<file path="config.mk">
export PLATFORM = sky130hd
export DESIGN_NAME = mem_arbiter
export DESIGN_NICKNAME = d
export VERILOG_FILES = /design/src/rtl/mem_arbiter.sv
export SDC_FILE = /design/constraint.sdc
export NUM_CORES = 1
export LEC_CHECK = 0
export CORE_AREA = 2 2 362 364
export CTS_BUF_LIST = sky130_fd_sc_hd__clkbuf_4 sky130_fd_sc_hd__clkbuf_8 sky130_fd_sc_hd__clkbuf_16
export DETAILED_ROUTE_END_ITERATION = 8
export DIE_AREA = 0 0 364 366
export SETUP_SLACK_MARGIN = 0.3
export SYNTH_ARGS = -nofsm -noshare
export SYNTH_HDL_FRONTEND = slang
export SYNTH_SLANG_ARGS = --single-unit
export TNS_END_PERCENT = 100
</file>
<file path="constraint.sdc">
create_clock -name clk -period 1.95 [get_ports clk]
set_input_delay 0.195 -clock clk [delete_from_list [all_inputs] [get_ports clk]]
set_output_delay 0.195 -clock clk [all_outputs]
set_load 0.02 [all_outputs]
</file>
<file path="src/rtl/mem_arbiter.sv">
// mem_arbiter: grants the shared memory port to ic or dc one whole transaction at a time.
// Define ARB_ROUND_ROBIN_EN to alternate the grant when both request together (default: dc wins).
module mem_arbiter #(
  parameter int ADDR_BITS = 28,
  parameter int DATA_BITS = 128,
  parameter int BEATS     = 4
) (
  input  logic                   clk,
  input  logic                   reset,
  input  logic                   ic_req_valid,
  output logic                   ic_req_ready,
  input  logic [ADDR_BITS-1:0]   ic_req_addr,
  input  logic                   ic_req_rw,
  input  logic                   ic_req_data_valid,
  output logic                   ic_req_data_ready,
  input  logic [DATA_BITS-1:0]   ic_req_data_bits,
  input  logic [DATA_BITS/8-1:0] ic_req_data_mask,
  output logic                   ic_resp_valid,
  output logic [DATA_BITS-1:0]   ic_resp_data,
  input  logic                   dc_req_valid,
  output logic                   dc_req_ready,
  input  logic [ADDR_BITS-1:0]   dc_req_addr,
  input  logic                   dc_req_rw,
  input  logic                   dc_req_data_valid,
  output logic                   dc_req_data_ready,
  input  logic [DATA_BITS-1:0]   dc_req_data_bits,
  input  logic [DATA_BITS/8-1:0] dc_req_data_mask,
  output logic                   dc_resp_valid,
  output logic [DATA_BITS-1:0]   dc_resp_data,
  output logic                   mem_req_valid,
  input  logic                   mem_req_ready,
  output logic [ADDR_BITS-1:0]   mem_req_addr,
  output logic                   mem_req_rw,
  output logic                   mem_req_data_valid,
  input  logic                   mem_req_data_ready,
  output logic [DATA_BITS-1:0]   mem_req_data_bits,
  output logic [DATA_BITS/8-1:0] mem_req_data_mask,
  input  logic                   mem_resp_valid,
  input  logic [DATA_BITS-1:0]   mem_resp_data,
  output logic                   owner,
  output logic                   busy
);
  localparam int CW = BEATS > 1 ? $clog2(BEATS) : 1;
  typedef enum logic [1:0] {IDLE, CMD, WDATA, RRESP} state_t;
  state_t                 r_state, w_next;
  logic                   r_owner;
  logic [CW-1:0]          r_cnt;
  logic                   w_grant, w_last;
  logic                   w_valid, w_rw, w_dvalid;
  logic [ADDR_BITS-1:0]   w_addr;
  logic [DATA_BITS-1:0]   w_bits;
  logic [DATA_BITS/8-1:0] w_mask;
  logic                   w_cmd_fire, w_data_fire, w_resp_beat;
`ifdef ARB_ROUND_ROBIN_EN
  assign w_grant = (ic_req_valid & dc_req_valid) ? ~r_owner : dc_req_valid;
`else
  assign w_grant = dc_req_valid;
`endif
  assign w_valid     = r_owner ? dc_req_valid      : ic_req_valid;
  assign w_rw        = r_owner ? dc_req_rw         : ic_req_rw;
  assign w_addr      = r_owner ? dc_req_addr       : ic_req_addr;
  assign w_dvalid    = r_owner ? dc_req_data_valid : ic_req_data_valid;
  assign w_bits      = r_owner ? dc_req_data_bits  : ic_req_data_bits;
  assign w_mask      = r_owner ? dc_req_data_mask  : ic_req_data_mask;
  assign w_last      = r_cnt == CW'(BEATS - 1);
  assign w_cmd_fire  = (r_state == CMD) & w_valid & mem_req_ready;
  assign w_data_fire = (r_state == WDATA) & w_dvalid & mem_req_data_ready;
  assign w_resp_beat = (r_state == RRESP) & mem_resp_valid;
  always_ff @(posedge clk) begin
    if (reset) begin
      r_state <= IDLE;
      r_owner <= 1'b0;
      r_cnt   <= '0;
    end else begin
      r_state <= w_next;
      if (r_state == IDLE && (ic_req_valid || dc_req_valid)) r_owner <= w_grant;
      if (w_cmd_fire) r_cnt <= '0;
      else if (w_data_fire || w_resp_beat) r_cnt <= w_last ? '0 : r_cnt + 1'b1;
    end
  end
  always_comb begin
    w_next = r_state;
    case (r_state)
      IDLE:    w_next = (ic_req_valid | dc_req_valid) ? CMD : IDLE;
      CMD:     w_next = w_cmd_fire ? (w_rw ? WDATA : RRESP) : CMD;
      WDATA:   w_next = (w_data_fire & w_last) ? IDLE : WDATA;
      default: w_next = (w_resp_beat & w_last) ? IDLE : RRESP;
    endcase
  end
  // Everything not owned by the current phase is forced to zero.
  always_comb begin
    mem_req_valid      = (r_state == CMD) & w_valid;
    mem_req_addr       = (r_state == CMD) ? w_addr : '0;
    mem_req_rw         = (r_state == CMD) & w_rw;
    ic_req_ready       = (r_state == CMD) & ~r_owner & mem_req_ready;
    dc_req_ready       = (r_state == CMD) & r_owner & mem_req_ready;
    mem_req_data_valid = (r_state == WDATA) & w_dvalid;
    mem_req_data_bits  = (r_state == WDATA) ? w_bits : '0;
    mem_req_data_mask  = (r_state == WDATA) ? w_mask : '0;
    ic_req_data_ready  = (r_state == WDATA) & ~r_owner & mem_req_data_ready;
    dc_req_data_ready  = (r_state == WDATA) & r_owner & mem_req_data_ready;
    ic_resp_valid      = w_resp_beat & ~r_owner;
    dc_resp_valid      = w_resp_beat & r_owner;
    ic_resp_data       = (r_state == RRESP) ? mem_resp_data : '0;
    dc_resp_data       = (r_state == RRESP) ? mem_resp_data : '0;
    owner              = r_owner;
    busy               = r_state != IDLE;
  end
endmodule

</file>
Word level (Yosys, flattened, before mapping). Cells that the tools add are included.

Logic and storage cells: 51. Bits in registers: 5. Output and inout port bits: 439. Input bits: 483.

Multiplexer cells: 17. Reduce and logical (&&, ||, !) cells: 6. Add/sub/neg operators: 1. Equality and inequality tests: 4. Bitwise logic cells: 20.

Operators with widths (count): $mux 128 (3); $mux 28 (2); $mux 16 (2); $and 1x1->1 (18); $mux 2 (4); $eq 2x2->1 const B (3); $pmux 2 s3 (1); $mux 1 (5); $add 2x1->2 const B (1); $eq 2x1->1 const B (1); $logic_not 2->1 (1); $logic_or 1x1->1 (2); $reduce_bool 2->1 (1); $reduce_or 2->1 (1); $logic_and 1x1->1 (1); $not 1->1 (1); $or 1x1->1 (1).

Depth between registers and ports, before layout.
Word-level depth: 6. Depth in mapped cells: 7. Mapped depth without buffers: 4.

Worst setup path before layout. OpenSTA, ideal clock, no wires.

Path type: register -> output. Start: register r_owner, in the netlist owner. End: output port mem_req_data_bits[100]. Path slack: 250 ps. Path buffers: 3. Required time: 1755 ps. Stages on the path, launching flop included: 7. Arrival time: 1505 ps. Path through: dfxtp_1 -> buf_4 -> inv_1 -> nor2_8 -> buf_6 -> buf_2 -> a22o_1.

Longest elaborated chain between the ends: 2.

Ends and longest elaborated chain: start, declared (RTL line 46) `logic r_owner;`; start signal, assigned (RTL line 76) `if (r_state == IDLE && (ic_req_valid || dc_req_valid)) r_owner <= w_grant;`; $mux 128 (RTL line 63) `assign w_bits = r_owner ? dc_req_data_bits : ic_req_data_bits;`; $mux 128 (RTL line 98) `mem_req_data_bits = (r_state == WDATA) ? w_bits : '0;`; end, declared (RTL line 36) `output logic [DATA_BITS-1:0] mem_req_data_bits,`.

Every way passes these cells.

Final worst setup path.
Start: register r_state[0]. End: output port mem_req_data_bits[56].

Longest elaborated chain between the ends: 2.

Ends and longest elaborated chain: start, declared (RTL line 45) `state_t r_state, w_next;`; start signal, assigned (RTL line 75) `r_state <= w_next;`; $eq 2x2->1 (RTL line 98); $mux 128 (RTL line 98).

Every way passes these cells.

==> impl_metrics.csv <==
group,metric,value,unit
global_routing,gr-total-overflow,0,
timing,holdWs,525.4,ps
placement,placed_cell_area,17570,um^2
critical_path,critPathRequiredTime,1750,ps
placement,port_buffers,921,
drt,vias_per_cell,2.920,
timing,skew,0.6426,ps
clock_tree,clock-root-buffer,"clkbuf_16",
drt,vias,9761,
pwr,power_frac_comb,90.5,%
critical_path,crit_top_cell,"buf_16",
yosys,synth_area,4168,um^2
global_routing,grt_antenna_before_repair,91,
pwr,total_power,4926,uW
cells_and_area,finish.utilization,17.05,%
clock_tree,tritoncts,"yes",
pwr,netSwitchingFraction,39.38,%
drt,drc,0,
yosys,synth_cell_types,25,
timing,setup_viol,0,
yosys,synth_seq_cells,5,
global_routing,grt_pass1_wl,122900,um
critical_path,critical_path.slowest_cell,"dfxtp_4",
min_path,hp-class,"register to register",
pwr,power.density,224.0,nW/um^2
critical_path,crit_buf_inv,4,
global_routing,grt_pass1_vias,9142,
global_routing,grt_use_total,14.85,%
cells_and_area,fin_nets,2070,
timing,fin_crit,1942,ps
drt,first_iter_violations,582,
pwr,clkPwrFrac,7.1,%
timing,fmax,514.9,MHz
cells_and_area,instances_no_fill,3343,
pwr,switchingPower,1940,uW
timing,tightest_slew,569.8,ps
clock_tree,cts_buffers,3,
critical_path,worstPathArrival,1750,ps
timing,maxSlewHeadroom,60.93,%
cells_and_area,register_area,111.4,um^2
pwr,leakagePower,0.008764,uW
timing,rsz0062_at_grt,"yes",
critical_path,crit_chain,"nand2b_4, nor2_8, buf_12, buf_16, buf_16, a22o_1, buf_6",
drt,drtAntennaViolNets,0,
cells_and_area,fillers,14189,
floorplan,ios,922,
floorplan,core_area,129000,um^2
critical_path,critical_path.top_delay_family,"buffers and inverters",
yosys,synth_nets,1057,
critical_path,crit_fanout,5,
cells_and_area,layout_commonest_cell,"clkdlybuf4s50_1",
yosys,yosysSeqAreaShare,2.402,%
run_status,status,"finished clean",
floorplan,die_y,366,um
yosys,yosysWarnings,0,
cells_and_area,area_growth_syn_to_layout,427.6,%
floorplan,fp.dieW,364,um
clock_tree,holdBufCountCts,0,
drt,drt_wl_total,108000,um
critical_path,crit_type,"register to primary output",
floorplan,dieArea,133200,um^2
pwr,vdd_drop_max,0.2255,mV
pwr,pwr-share-seq,2.4,%
clock_tree,cts.sink_count,5,
cells_and_area,multi_input_area,4250,um^2
placement,globalplace.congestion,0.9149,
clock_tree,insertion_delay,230,ps
placement,dpl.hpwl,91580,um
cells_and_area,fin_area,21990,um^2
placement,dpl.cell_count,3198,
clock_tree,clk_pin_slew_worst_paths,30,ps
cells_and_area,drive_gt1_share,60.25,%
critical_path,max_stage_delay,340,ps
cells_and_area,final_cell_mix,"482 x clkdlybuf4s50_1, 265 x buf_6, 242 x buf_12, 125 x and3_4, 121 x buf_4",
pwr,internal-power,2986,uW
critical_path,cp-start-kind,"register",
drt,drt_pass1_iterations,5,
timing,drv_slew,0,
timing,post-route-period-util,99.59,%
global_routing,grt_max_degree,30,
yosys,syn_inst,573,
clock_tree,cts_buffer_depth,2,
floorplan,initial_core_util,3.231,%
floorplan,row_count,132,
flow_run,cap_viol_max_count,0,
timing,finalHoldViolCount,0,
yosys,postSynthAreaPerCell,7.274,um^2
critical_path,endpoint_kind,"primary output",
drt,routedWlPerCell,32.31,um
clock_tree,h-tree-depth,1,
## flip-flops by register name, indices dropped and copies added, names as in the netlist
| name | cells |
|---|---|
| owner | 1 |
| r_cnt | 2 |
| r_state | 2 |
## power groups by stage
stage | Clock [uW] | Sequential (uW) | Combinational, uW
6_report | 350 | 119 | 4460
5_1_grt | 368 | 120 | 4630
3_5_place_dp | 0 | 119 | 3420
3_3_place_gp | 0 | 118 | 3420
2_1_floorplan | 0 | 116 | 877
4_1_cts | 355 | 119 | 4100
## tightest hold or removal path: cells and delay by family, from the launching register on
kind | cells | cell delay (ps)
AO/OA/AOI/OAI | 1 | 90
flip-flops | 1 | 310
multiplexers | 1 | 70
## layout make-up
class | instances | share of cell area (%)
repair buffers | 1204 | 69.59
clock buffers | 4 | 0.3756
flip-flops and latches | 5 | 0.5064
inverters | 6 | 0.1024
multi-input cells | 366 | 19.33
diodes | 16 | 0.1821
well taps | 1742 | 9.912
## per-layer routing
metal  up-vias  part of all wire [%]  track usage (%)
met5         -                  0.69                0
met4       114                   1.7           0.9735
met3       209                    17            11.44
met2       713                    46            24.78
met1      4624                    34            15.26
li1       4101                     -                -
## Yosys cell counts (all sizes together)
library cell	number	share of area, %
a31oi	1	0.15
nor2	39	4.3
nand2	3	0.27
o221a	1	0.27
o31a	1	0.21
nand2b	1	0.33
clkbuf	31	2.8
a21o	1	0.18
ha	1	0.30
nand3	2	0.24
and3	128	19
inv	6	0.54
o21ai	2	0.24
a22o	144	30
buf	165	29
o211ai	3	0.54
o311ai	1	0.21
nand3b	1	0.18
dfxtp	5	2.4
mux2i	33	7.9
nor3	3	0.36
a21oi	1	0.12
## per-stage QoR
| step | setup TNS [ps] | setup WS, ps |
|---|---|---|
| detailed placement | -5515 | -294.9 |
| CTS | -18.71 | -6.778 |
| floorplan | 0 | 249.9 |
| global placement | -5538 | -294.5 |
| finish | 0 | 8.003 |
| global route | -297.7 | -32.20 |
## worst paths after layout
path | startpoint | to | slack, ps | cells past startpoint
worst min-delay path | r_cnt[1]$_SDFFE_PP0P_ | r_cnt[1]$_SDFFE_PP0P_ | 530 | 2
worst max-delay path | r_state[0]$_SDFF_PP0_ | mem_req_data_bits[56] | 8 | 7
worst min register to register | r_cnt[1]$_SDFFE_PP0P_ | r_cnt[1]$_SDFFE_PP0P_ | 530 | 2
worst max register to register | owner$_SDFFE_PP0P_ | r_state[1]$_SDFF_PP0_ | 120 | 7
## cell families (layout without fill, tap and decap cells)
group / count (synthesis) / in the layout / synth area share [%]
AOI/OAI and AO/OA: 155 / 155 / 32.18
muxes: 33 / 33 / 7.926
other: 0 / 16 / 0
and+or+nand+nor: 177 / 177 / 24.89
DFF: 5 / 5 / 2.402
adders and majority gates: 1 / 1 / 0.3002
buffers and inverters: 202 / 1214 / 32.30
## timing repair
| action | 4_1_cts | 5_1_grt |
|---|---|---|
| gates resized for setup | 933 | 450 |
| pin swaps | 46 | 76 |
| setup buffers | 30 | 49 |
| setup endpoints to repair | 423 | 413 |
| gates cloned | 21 | 25 |
Power figures use the tool's default switching activity.
